## config.mk

```make
export PLATFORM = sky130hd
export DESIGN_NAME = pipelined_cla_adder_flat
export DESIGN_NICKNAME = d
export VERILOG_FILES = /design/src/rtl/ppu_arith_pkg.sv /design/src/rtl/pipelined_cla_adder_if.sv /design/src/rtl/pipelined_cla_adder_cla_block.sv /design/src/rtl/pipelined_cla_adder.sv /design/src/flat_wrapper.sv
export SDC_FILE = /design/constraint.sdc
export NUM_CORES = 1
export LEC_CHECK = 0
export ABC_AREA = 1
export BUFFER_PORTS_ARGS = -buffer_cell sky130_fd_sc_hd__buf_4
export CAP_MARGIN = 20
export CORE_MARGIN = 1
export CORE_UTILIZATION = 45
export CTS_CLUSTER_SIZE = 8
export DETAILED_ROUTE_END_ITERATION = 12
export MAX_ROUTING_LAYER = met4
export SLEW_MARGIN = 20
export SYNTH_ARGS = -nofsm -noshare
export SYNTH_HDL_FRONTEND = slang
export SYNTH_SLANG_ARGS = --single-unit
```

## constraint.sdc

```tcl
create_clock -name i_clk -period 16.8 [get_ports i_clk]
set_input_delay 1.68 -clock i_clk [delete_from_list [all_inputs] [get_ports i_clk]]
set_output_delay 1.68 -clock i_clk [all_outputs]
set_load 0.01 [all_outputs]
```

## src/rtl/ppu_arith_pkg.sv

```systemverilog
// ppu_arith_pkg: shared sizing helpers and stage record for the posit arithmetic datapath
package ppu_arith_pkg;
  function automatic int nblk(input int width, input int block);
    return width / block;
  endfunction
  function automatic bit cfg_ok(input int width, input int block);
    return block >= 1 && width % block == 0;
  endfunction
  typedef struct packed {
    logic valid;
    logic carry;
  } stage_t;
endpackage

```

## src/rtl/pipelined_cla_adder_if.sv

```systemverilog
// pipelined_cla_adder_if: operand/result valid-ready bundle for the pipelined adder
interface pipelined_cla_adder_if #(parameter int WIDTH = 32, parameter int TAG_W = 4);
  logic             i_valid;
  logic             o_ready;
  logic [WIDTH-1:0] i_a;
  logic [WIDTH-1:0] i_b;
  logic             i_cin;
  logic             i_sub;
  logic [TAG_W-1:0] i_tag;
  logic             o_valid;
  logic             i_ready;
  logic [WIDTH-1:0] o_sum;
  logic             o_cout;
  logic             o_ovf;
  logic [TAG_W-1:0] o_tag;
  modport master (
    output i_valid, i_a, i_b, i_cin, i_sub, i_tag, i_ready,
    input  o_ready, o_valid, o_sum, o_cout, o_ovf, o_tag
  );
  modport slave (
    input  i_valid, i_a, i_b, i_cin, i_sub, i_tag, i_ready,
    output o_ready, o_valid, o_sum, o_cout, o_ovf, o_tag
  );
endinterface

```

## src/rtl/pipelined_cla_adder_cla_block.sv

```systemverilog
// cla_block: BLOCK-bit carry-lookahead group with carry-out and carry into its MSB
module cla_block
  import ppu_arith_pkg::*;
#(
  parameter int BLOCK = 8
) (
  input  logic [BLOCK-1:0] a,
  input  logic [BLOCK-1:0] b,
  input  logic             cin,
  output logic [BLOCK-1:0] sum,
  output logic             cout,
  output logic             cmsb
);
  logic [BLOCK-1:0] g, p;
  logic [BLOCK:0]   c;
  assign g = a & b;
  assign p = a ^ b;
  // each carry is expanded independently from g/p/cin, not chained off its neighbour
  always_comb begin
    c    = '0;
    c[0] = cin;
    for (int i = 0; i < BLOCK; i++) begin
      c[i+1] = cin;
      for (int j = 0; j <= i; j++) c[i+1] = g[j] | (p[j] & c[i+1]);
    end
  end
  assign sum  = p ^ c[BLOCK-1:0];
  assign cout = c[BLOCK];
  assign cmsb = c[BLOCK-1];
endmodule

```

## src/rtl/pipelined_cla_adder.sv

```systemverilog
// pipelined_cla_adder: one lookahead group per stage adder/subtractor with whole-pipe stall
module pipelined_cla_adder
  import ppu_arith_pkg::*;
#(
  parameter int WIDTH = 32,
  parameter int BLOCK = 8,
  parameter int TAG_W = 4
) (
  input logic                 i_clk,
  input logic                 i_rst,
  pipelined_cla_adder_if.slave bus
);
  localparam int NB = nblk(WIDTH, BLOCK);
  if (!cfg_ok(WIDTH, BLOCK)) begin : g_cfg
    $error("pipelined_cla_adder: WIDTH must be a nonzero multiple of BLOCK");
  end
  logic             adv;
  logic [WIDTH-1:0] b_x;
  logic             c0;
  assign adv         = ~bus.o_valid | bus.i_ready;
  assign bus.o_ready = adv;
  assign b_x         = bus.i_sub ? ~bus.i_b : bus.i_b;
  assign c0          = bus.i_sub | bus.i_cin;
  for (genvar k = 0; k < NB; k++) begin : g
    logic [WIDTH-1:0]       a_in, b_in, s_in, a_d, b_d, s_d;
    logic                   v_in, c_in, co, cm;
    logic [TAG_W-1:0]       t_in;
    logic [BLOCK-1:0]       s;
    logic [WIDTH+BLOCK-1:0] cat;
    stage_t                 st_q;
    logic [TAG_W-1:0]       t_q;
    logic [WIDTH-1:0]       a_q, b_q, s_q;
    logic                   ov_q;
    if (k == 0) begin : h
      assign a_in = bus.i_a;
      assign b_in = b_x;
      assign s_in = '0;
      assign v_in = bus.i_valid;
      assign c_in = c0;
      assign t_in = bus.i_tag;
    end else begin : h
      assign a_in = g[k-1].a_q;
      assign b_in = g[k-1].b_q;
      assign s_in = g[k-1].s_q;
      assign v_in = g[k-1].st_q.valid;
      assign c_in = g[k-1].st_q.carry;
      assign t_in = g[k-1].t_q;
    end
    cla_block #(.BLOCK(BLOCK)) u_cla (
      .a(a_in[BLOCK-1:0]), .b(b_in[BLOCK-1:0]), .cin(c_in),
      .sum(s), .cout(co), .cmsb(cm)
    );
    // operands shift down so the next group is always at bit 0; sum bits shift in from the top
    assign cat = {s, s_in};
    assign s_d = cat[WIDTH+BLOCK-1:BLOCK];
    assign a_d = a_in >> BLOCK;
    assign b_d = b_in >> BLOCK;
    always_ff @(posedge i_clk or posedge i_rst)
      if (i_rst) begin
        st_q <= '0;
        t_q  <= '0;
        a_q  <= '0;
        b_q  <= '0;
        s_q  <= '0;
        ov_q <= 1'b0;
      end else if (adv) begin
        st_q.valid <= v_in;
        if (v_in) begin
          st_q.carry <= co;
          t_q        <= t_in;
          a_q        <= a_d;
          b_q        <= b_d;
          s_q        <= s_d;
          ov_q       <= cm ^ co;
        end
      end
  end
  assign bus.o_valid = g[NB-1].st_q.valid;
  assign bus.o_sum   = g[NB-1].s_q;
  assign bus.o_cout  = g[NB-1].st_q.carry;
  assign bus.o_ovf   = g[NB-1].ov_q;
  assign bus.o_tag   = g[NB-1].t_q;
endmodule

```

## src/flat_wrapper.sv

```systemverilog
// flat-port wrapper written by rule: the top's interface ports become plain ports
module pipelined_cla_adder_flat import ppu_arith_pkg::*;
#(
  parameter int WIDTH = 32,
  parameter int BLOCK = 8,
  parameter int TAG_W = 4
)
  (i_clk, i_rst, bus_i_valid, bus_i_a, bus_i_b, bus_i_cin, bus_i_sub, bus_i_tag, bus_i_ready, bus_o_ready, bus_o_valid, bus_o_sum, bus_o_cout, bus_o_ovf, bus_o_tag);
  pipelined_cla_adder_if #(.WIDTH(WIDTH), .TAG_W(TAG_W)) bus_i ();
  input logic i_clk;
  input logic i_rst;
  input wire logic [$bits(bus_i.i_valid)-1:0] bus_i_valid;
  input wire logic [$bits(bus_i.i_a)-1:0] bus_i_a;
  input wire logic [$bits(bus_i.i_b)-1:0] bus_i_b;
  input wire logic [$bits(bus_i.i_cin)-1:0] bus_i_cin;
  input wire logic [$bits(bus_i.i_sub)-1:0] bus_i_sub;
  input wire logic [$bits(bus_i.i_tag)-1:0] bus_i_tag;
  input wire logic [$bits(bus_i.i_ready)-1:0] bus_i_ready;
  output wire logic [$bits(bus_i.o_ready)-1:0] bus_o_ready;
  output wire logic [$bits(bus_i.o_valid)-1:0] bus_o_valid;
  output wire logic [$bits(bus_i.o_sum)-1:0] bus_o_sum;
  output wire logic [$bits(bus_i.o_cout)-1:0] bus_o_cout;
  output wire logic [$bits(bus_i.o_ovf)-1:0] bus_o_ovf;
  output wire logic [$bits(bus_i.o_tag)-1:0] bus_o_tag;
  assign bus_i.i_valid = bus_i_valid;
  assign bus_i.i_a = bus_i_a;
  assign bus_i.i_b = bus_i_b;
  assign bus_i.i_cin = bus_i_cin;
  assign bus_i.i_sub = bus_i_sub;
  assign bus_i.i_tag = bus_i_tag;
  assign bus_i.i_ready = bus_i_ready;
  assign bus_o_ready = bus_i.o_ready;
  assign bus_o_valid = bus_i.o_valid;
  assign bus_o_sum = bus_i.o_sum;
  assign bus_o_cout = bus_i.o_cout;
  assign bus_o_ovf = bus_i.o_ovf;
  assign bus_o_tag = bus_i.o_tag;
  pipelined_cla_adder #(.WIDTH(WIDTH), .BLOCK(BLOCK), .TAG_W(TAG_W)) u_core (.i_clk(i_clk), .i_rst(i_rst), .bus(bus_i));
endmodule
```

==> results of run 1 <==
[registers in the layout, indices dropped and copies added (netlist names)]
signal              cells
u_core.bus.o_valid      1
u_core.bus.o_sum       32
u_core.g.c_in           3
u_core.g.v_in           3
u_core.g.s_q           48
u_core.g.b_q           48
u_core.bus.o_tag        4
u_core.bus.o_cout       1
u_core.bus.o_ovf        1
u_core.g.t_q           12
u_core.g.a_q           48
[through the flow]
stage,worst slack [ns],std cells,hold slack (ns)
after floorplan,9.64,1045,0.442
after global placement,11.18,1363,0.454
after detailed placement,11.12,1363,0.458
after CTS,11.67,1395,0.470
after global routing,11.46,1395,0.482
final,11.67,1395,0.465
[synthesized netlist by cell type, types with 2 or more instances]
| master | n |
|---|---|
| buf_1 | 13 |
| buf_4 | 2 |
| buf_2 | 42 |
| nand3_1 | 159 |
| dfrtp_1 | 201 |
| clkbuf_1 | 6 |
| inv_1 | 59 |
| nand2_1 | 498 |
| nand3b_1 | 15 |
| buf_6 | 2 |
| fa_1 | 32 |
| xnor2_1 | 7 |
| nand2_2 | 4 |
[worst paths after layout]
path / from / endpoint / depth (start not counted) / slack (ns)
min in group asynchronous: i_rst / u_core.g[0].a_q[17] / 2 / 1.36
setup reg to reg: u_core.g[3].c_in / u_core.bus.o_sum[31] / 13 / 12.89
max in group asynchronous: i_rst / u_core.g[0].s_q[28] / 3 / 14.04
setup / recovery: bus_i_sub / u_core.g[0].s_q[31] / 13 / 11.67
hold / removal: u_core.g[0].s_q[25] / u_core.g[0].s_q[25] / 2 / 0.47
hold reg to reg: u_core.g[0].s_q[25] / u_core.g[0].s_q[25] / 2 / 0.47
[cell families (layout without fill, tap and decap cells)]
family	after synthesis	in the layout
AOI/OAI and AO/OA	3	3
xor gates and xnor gates	8	8
adders and majority gates	32	32
buffers and inverters	124	209
DFF	201	201
and+or+nand+nor	677	677
[cell type report]
class	instances	area, um2
clock buffers	31	733
clock inverters	1	8.76
fillers	1921	8860
inverters	59	229
multi-input cells	720	3570
flip-flops and latches	201	5030
well taps	265	332
repair buffers	118	886
[layer usage]
layer  routed length [um]  part of all wire (%)
met2                 8070                    43
met5                    0                     0
met1                 9640                    51
met3                  727                   3.9
met4                  278                   1.5
[power groups by stage]
stage                     clock network [mW]  logic (mW)  registers (mW)
after global placement                     0       0.588           0.812
after detailed placement                   0       0.597           0.819
final                                  0.487       0.585           0.812
after CTS                              0.500       0.598           0.813
after global routing                   0.520       0.687           0.840
after floorplan                            0       0.411           0.797
[worst min-delay path, stage by stage (launching register included)]
cell     delay, ns
dfrtp_1       0.34
nand2_1       0.05
nand2_1       0.04
==> reports/metrics.csv, run 1 <==
metric,value,unit
type of origin of the critical path,input port,
"Async S/R FF share, synth",100,%
worst skew pair latency,0.52,ns
fin crit period,5.13,ns
mean routed wirelength per cell,13.4,um
P_leak,5.97,nW
# setup viols final,0,
Simple-Gate Fraction of Synth Area,30.8,%
post-DR vias/cell,4.76,
"EDFF count, synth",0,
cell row count,51,
share of cells above drive strength 1,13.7,%
worst ir drop on vdd,69.2,uV
final layout net count,1235,
Max Clock Freq,195,MHz
# hold bufs at CTS,0,
number of port buffers,113,
Worst Path Buf+Inv,2,
Mapped Cells,1045,
Worst Path Required,17.20,ns
I/O pin cnt,114,
area fraction in compound gates after synthesis,0.206,%
number of nets still failing antenna checks after routing,0,
unrepaired setup endpoints after global routing,false,
first-pass GRT wire length,31.8,mm
CTS buffer count,29,
Die Wd,144,um
main combinational cell family by area after synthesis,simple AND/OR/NAND/NOR gates,
Total GRT Usage,19.7,%
DP Area,10000,um2
Routed Wire Length,18.7,mm
clk slew on worst S/H paths,0.05,ns
Post-synth top flop,dfrtp_1,
antenna violations before repair,0,
mux cell area share after synthesis,0,%
Netlist cell types,18,
area of the mapped netlist,9110,um2
clock tree buffer depth,3,
outcome,"finished, final reports clean",
grt ovf,0,
Worst EP arrival,5.54,ns
Util after Layout,54.9,%
DR pass1 iterations,4,
Final Hold Vio Count,0,
clk sink count,201,
Rel. slew slack,34.7,%
"most common cell after layout, fill and taps aside",nand2_1,
critical path capture point type,flip-flop,
GR Layer Usage met1,29.4,%
setup TNS,0,ns
TritonCTS clock tree,yes,
CP Class,input port to flip-flop,
cts repair resizes,0,
"Area growth, synth to finish",18.5,%
Net Sw Power,665,uW
Final period util,30.5,%
GR met3 Demand/Resource,2.45,%
GRT busiest layer,met1,
switch share,35.3,%
register share of total power,43.1,%
Hold Path Class,flip-flop to flip-flop,
Die H,144,um
htree depth,1,
Clock power frac,25.9,%
starting density of the core,46.3,%
synth top area cells,"dfrtp_1, nand2_1, nand3_1",
die footprint,20800,um2
DRC Markers,0,
Pint,1.22,mW
CP max stage delay,0.42,ns
DRT iter0 DRCs,360,
vias in the first global route,6339,
Post-Syn Area per Cell,8.71,um2
root buffer cell,clkbuf_16,
Post-Synthesis Net Count,1151,
largest net degree at the start of global routing,145,
Core Region,19700,um2
Post-Synth Adder-Cell Area,7.03,%
Synth area leader,dfrtp_1,
met2 Usage GRT,28.5,%
routed vias,6641,
Worst-Margin Slew,0.980,ns
post-synthesis sequential area ratio,55.2,%
Final Skew,0.00991,ns
Crit Path Max Fanout,34,
fin. max-slew vios,0,
Post-CTS Setup Bufs,0,
crit-path cells,"buf_4, xnor2_1, fa_1, fa_1, fa_1, fa_1, fa_1, fa_1, fa_1, inv_1, fa_1, nand3_1, nand2_1",
"commonest cells after routing, fill and taps aside","nand2_1, dfrtp_1, nand3_1, buf_4, inv_1",
n_diodes,0,
routability congestion estimate,0.769,
XOR/XNOR share of the synthesized area,0.769,%
post-synth top area share,55.2,%
area of all placed cells without fillers,10800,um2
Synth Register Bits,201,
Combinational Power Share,31.0,%
most frequent CP cell,fa_1,
dpl hpwl,11.6,mm
Slowest cell on crit path,fa_1,
max-cap violations,0,
CP top delay family,adder cells,
cell area power density,175,nW/um2
Synthesis Warnings,0,
Pwr Total,1.88,mW
Note: power is estimated with default switching activity, not from simulation.
==> run 2: changes to the inputs <==
Settings changed: PLACE_DENSITY set to 0.67.
Clock period 16.8 ns to 4.65 ns, I/O delays scaled along.
==> reports/metrics.csv, run 2 (synthesis gave the netlist of run 1 again) <==
metric,value,unit,change
starting density of the core,46.3,%,unchanged
die footprint,20800,um2,unchanged
max-cap violations,0,,unchanged
TritonCTS clock tree,yes,,
"Area growth, synth to finish",18.9,%,
cell row count,51,,unchanged
register share of total power,43.1,%,about the same
Core Region,19700,um2,unchanged
P_leak,5.99,nW,+0.25%
"commonest cells after routing, fill and taps aside","nand2_1, dfrtp_1, nand3_1, buf_4, inv_1",,
outcome,"finished, final reports clean",,
type of origin of the critical path,flip-flop,,
area of all placed cells without fillers,10800,um2,+0.36%
clk slew on worst S/H paths,0.05,ns,about the same
DP Area,10100,um2,+0.19%
fin. max-slew vios,0,,unchanged
dpl hpwl,12.0,mm,+3.1%
DRC Markers,0,,unchanged
DRT iter0 DRCs,414,,+15%
Post-CTS Setup Bufs,0,,unchanged
fin crit period,3.89,ns,
share of cells above drive strength 1,13.9,%,+0.23 points
vias in the first global route,6601,,+4.1%
first-pass GRT wire length,32.5,mm,+2.2%
critical path capture point type,flip-flop,,
unrepaired setup endpoints after global routing,false,,
# hold bufs at CTS,0,,unchanged
largest net degree at the start of global routing,202,,+39%
Crit Path Max Fanout,2,,-94%
fill count,1875,,-2.4%
I/O pin cnt,114,,unchanged
cts repair resizes,0,,unchanged
Die H,144,um,unchanged
routed vias,6719,,+1.2%
Pint,4.41,mW,+260%
Final period util,83.7,%,
"most common cell after layout, fill and taps aside",nand2_1,,
Largest regs,"u_core.g.a_q x48, u_core.g.b_q x48, u_core.g.s_q x48",,
DR pass1 iterations,4,,unchanged
Final Hold Vio Count,0,,unchanged
number of port buffers,113,,unchanged
Max Clock Freq,257,MHz,
Net Sw Power,2.42,mW,+260%
CP Class,flip-flop to flip-flop,,
Worst Path Required,5.10,ns,-12.10 ns
Rel. slew slack,28.1,%,-6.5 points
mean routed wirelength per cell,13.8,um,+2.6%
post-DR vias/cell,4.81,,+0.96%
worst skew pair latency,0.51,ns,about the same
Combinational Power Share,31.0,%,about the same
Hold Path Class,input port to async pin,,
worst ir drop on vdd,273,uV,+300%
final layout net count,1238,,+0.24%
switch share,35.5,%,+0.22 points
antenna violations before repair,0,,unchanged
Worst EP arrival,4.34,ns,-1.20 ns
clk sink count,201,,unchanged
CTS buffer count,29,,unchanged
# setup viols final,0,,unchanged
n_diodes,0,,unchanged
grt ovf,0,,unchanged
setup TNS,0,ns,unchanged
Total GRT Usage,20.2,%,+0.45 points
number of nets still failing antenna checks after routing,0,,unchanged
Worst-Margin Slew,1.08,ns,+0.0981 ns
routability congestion estimate,0.785,,+2.0%
Final Skew,0.00930,ns,-0.000615 ns
Routed Wire Length,19.2,mm,+2.8%
cell area power density,631,nW/um2,+260%
Clock power frac,25.8,%,about the same
Die Wd,144,um,unchanged
root buffer cell,clkbuf_16,,
clock tree buffer depth,3,,unchanged
htree depth,1,,unchanged
[run 2: power by group through the flow]
stage                     clock, mW  sequential (mW)  combinational, mW
after CTS                      1.81             2.95               2.16
after global routing           1.88             3.04               2.49
after floorplan                   0             2.88               1.48
final                          1.77             2.95               2.12
after detailed placement          0             2.97               2.15
after global placement            0             2.94               2.09
[run 2: worst max-delay path, stage by stage, from the launching register on]
cell and delay, ns:
dfrtp_1 0.37, inv_1 0.08, fa_1 0.16, inv_1 0.05
fa_1 0.38, fa_1 0.41, fa_1 0.42, fa_1 0.40
fa_1 0.41, fa_1 0.39, inv_1 0.10, fa_1 0.40
nand3b_1 0.15, nand2_1 0.09
[run 2: final cells by class]
class / count / area (um2) / area share, %
Clock buffer: 31 / 733 / 6.77
Clock inverter: 1 / 8.76 / 0.0809
Inverter: 59 / 225 / 2.08
Multi-Input combinational cell: 720 / 3560 / 32.9
Sequential cell: 201 / 5030 / 46.5
Tap cell: 265 / 332 / 3.06
Timing Repair Buffer: 121 / 941 / 8.69
[run 2: path summary, 6_finish.rpt]
check	startpoint	to	slack [ns]	cells after the start
setup / recovery	u_core.g[3].c_in	u_core.bus.o_sum[31]	0.76	13
min in group i_clk	bus_i_a[17]	u_core.g[0].a_q[9]	0.18	3
hold / removal	i_rst	u_core.bus.o_sum[27]	0.07	3
hold reg to reg	u_core.g[2].b_q[0]	u_core.g[2].b_q[0]	0.47	2
setup reg to reg	u_core.g[3].c_in	u_core.bus.o_sum[31]	0.76	13
max in group asynchronous	i_rst	u_core.g[0].b_q[20]	3.63	4
[run 2: through the flow]
| stage | util (%) | hold WS, ns | std cells | setup slack, ns | total power [mW] |
|---|---|---|---|---|---|
| final | 55.1 | 0.0675 | 1398 | 0.759 | 6.83 |
| after global routing | 55.1 | 0.106 | 1398 | 0.551 | 7.41 |
| after CTS | 54.9 | 0.162 | 1397 | 0.751 | 6.91 |
| after detailed placement | 51.1 | 0.459 | 1365 | 0.365 | 5.11 |
| after global placement | 51.1 | 0.454 | 1365 | 0.454 | 5.02 |
| after floorplan | - | 0.442 | 1045 | 0.328 | 4.36 |
[run 2: per-layer routing]
metal  wire length [um]  global-route usage, %  vias to the layer above
met5                  0                      -                        -
met4                279                   5.04                        0
met2               8240                   29.2                      143
li1                   -                      -                     3408
met3                908                   2.91                       27
met1               9820                   29.9                     3141
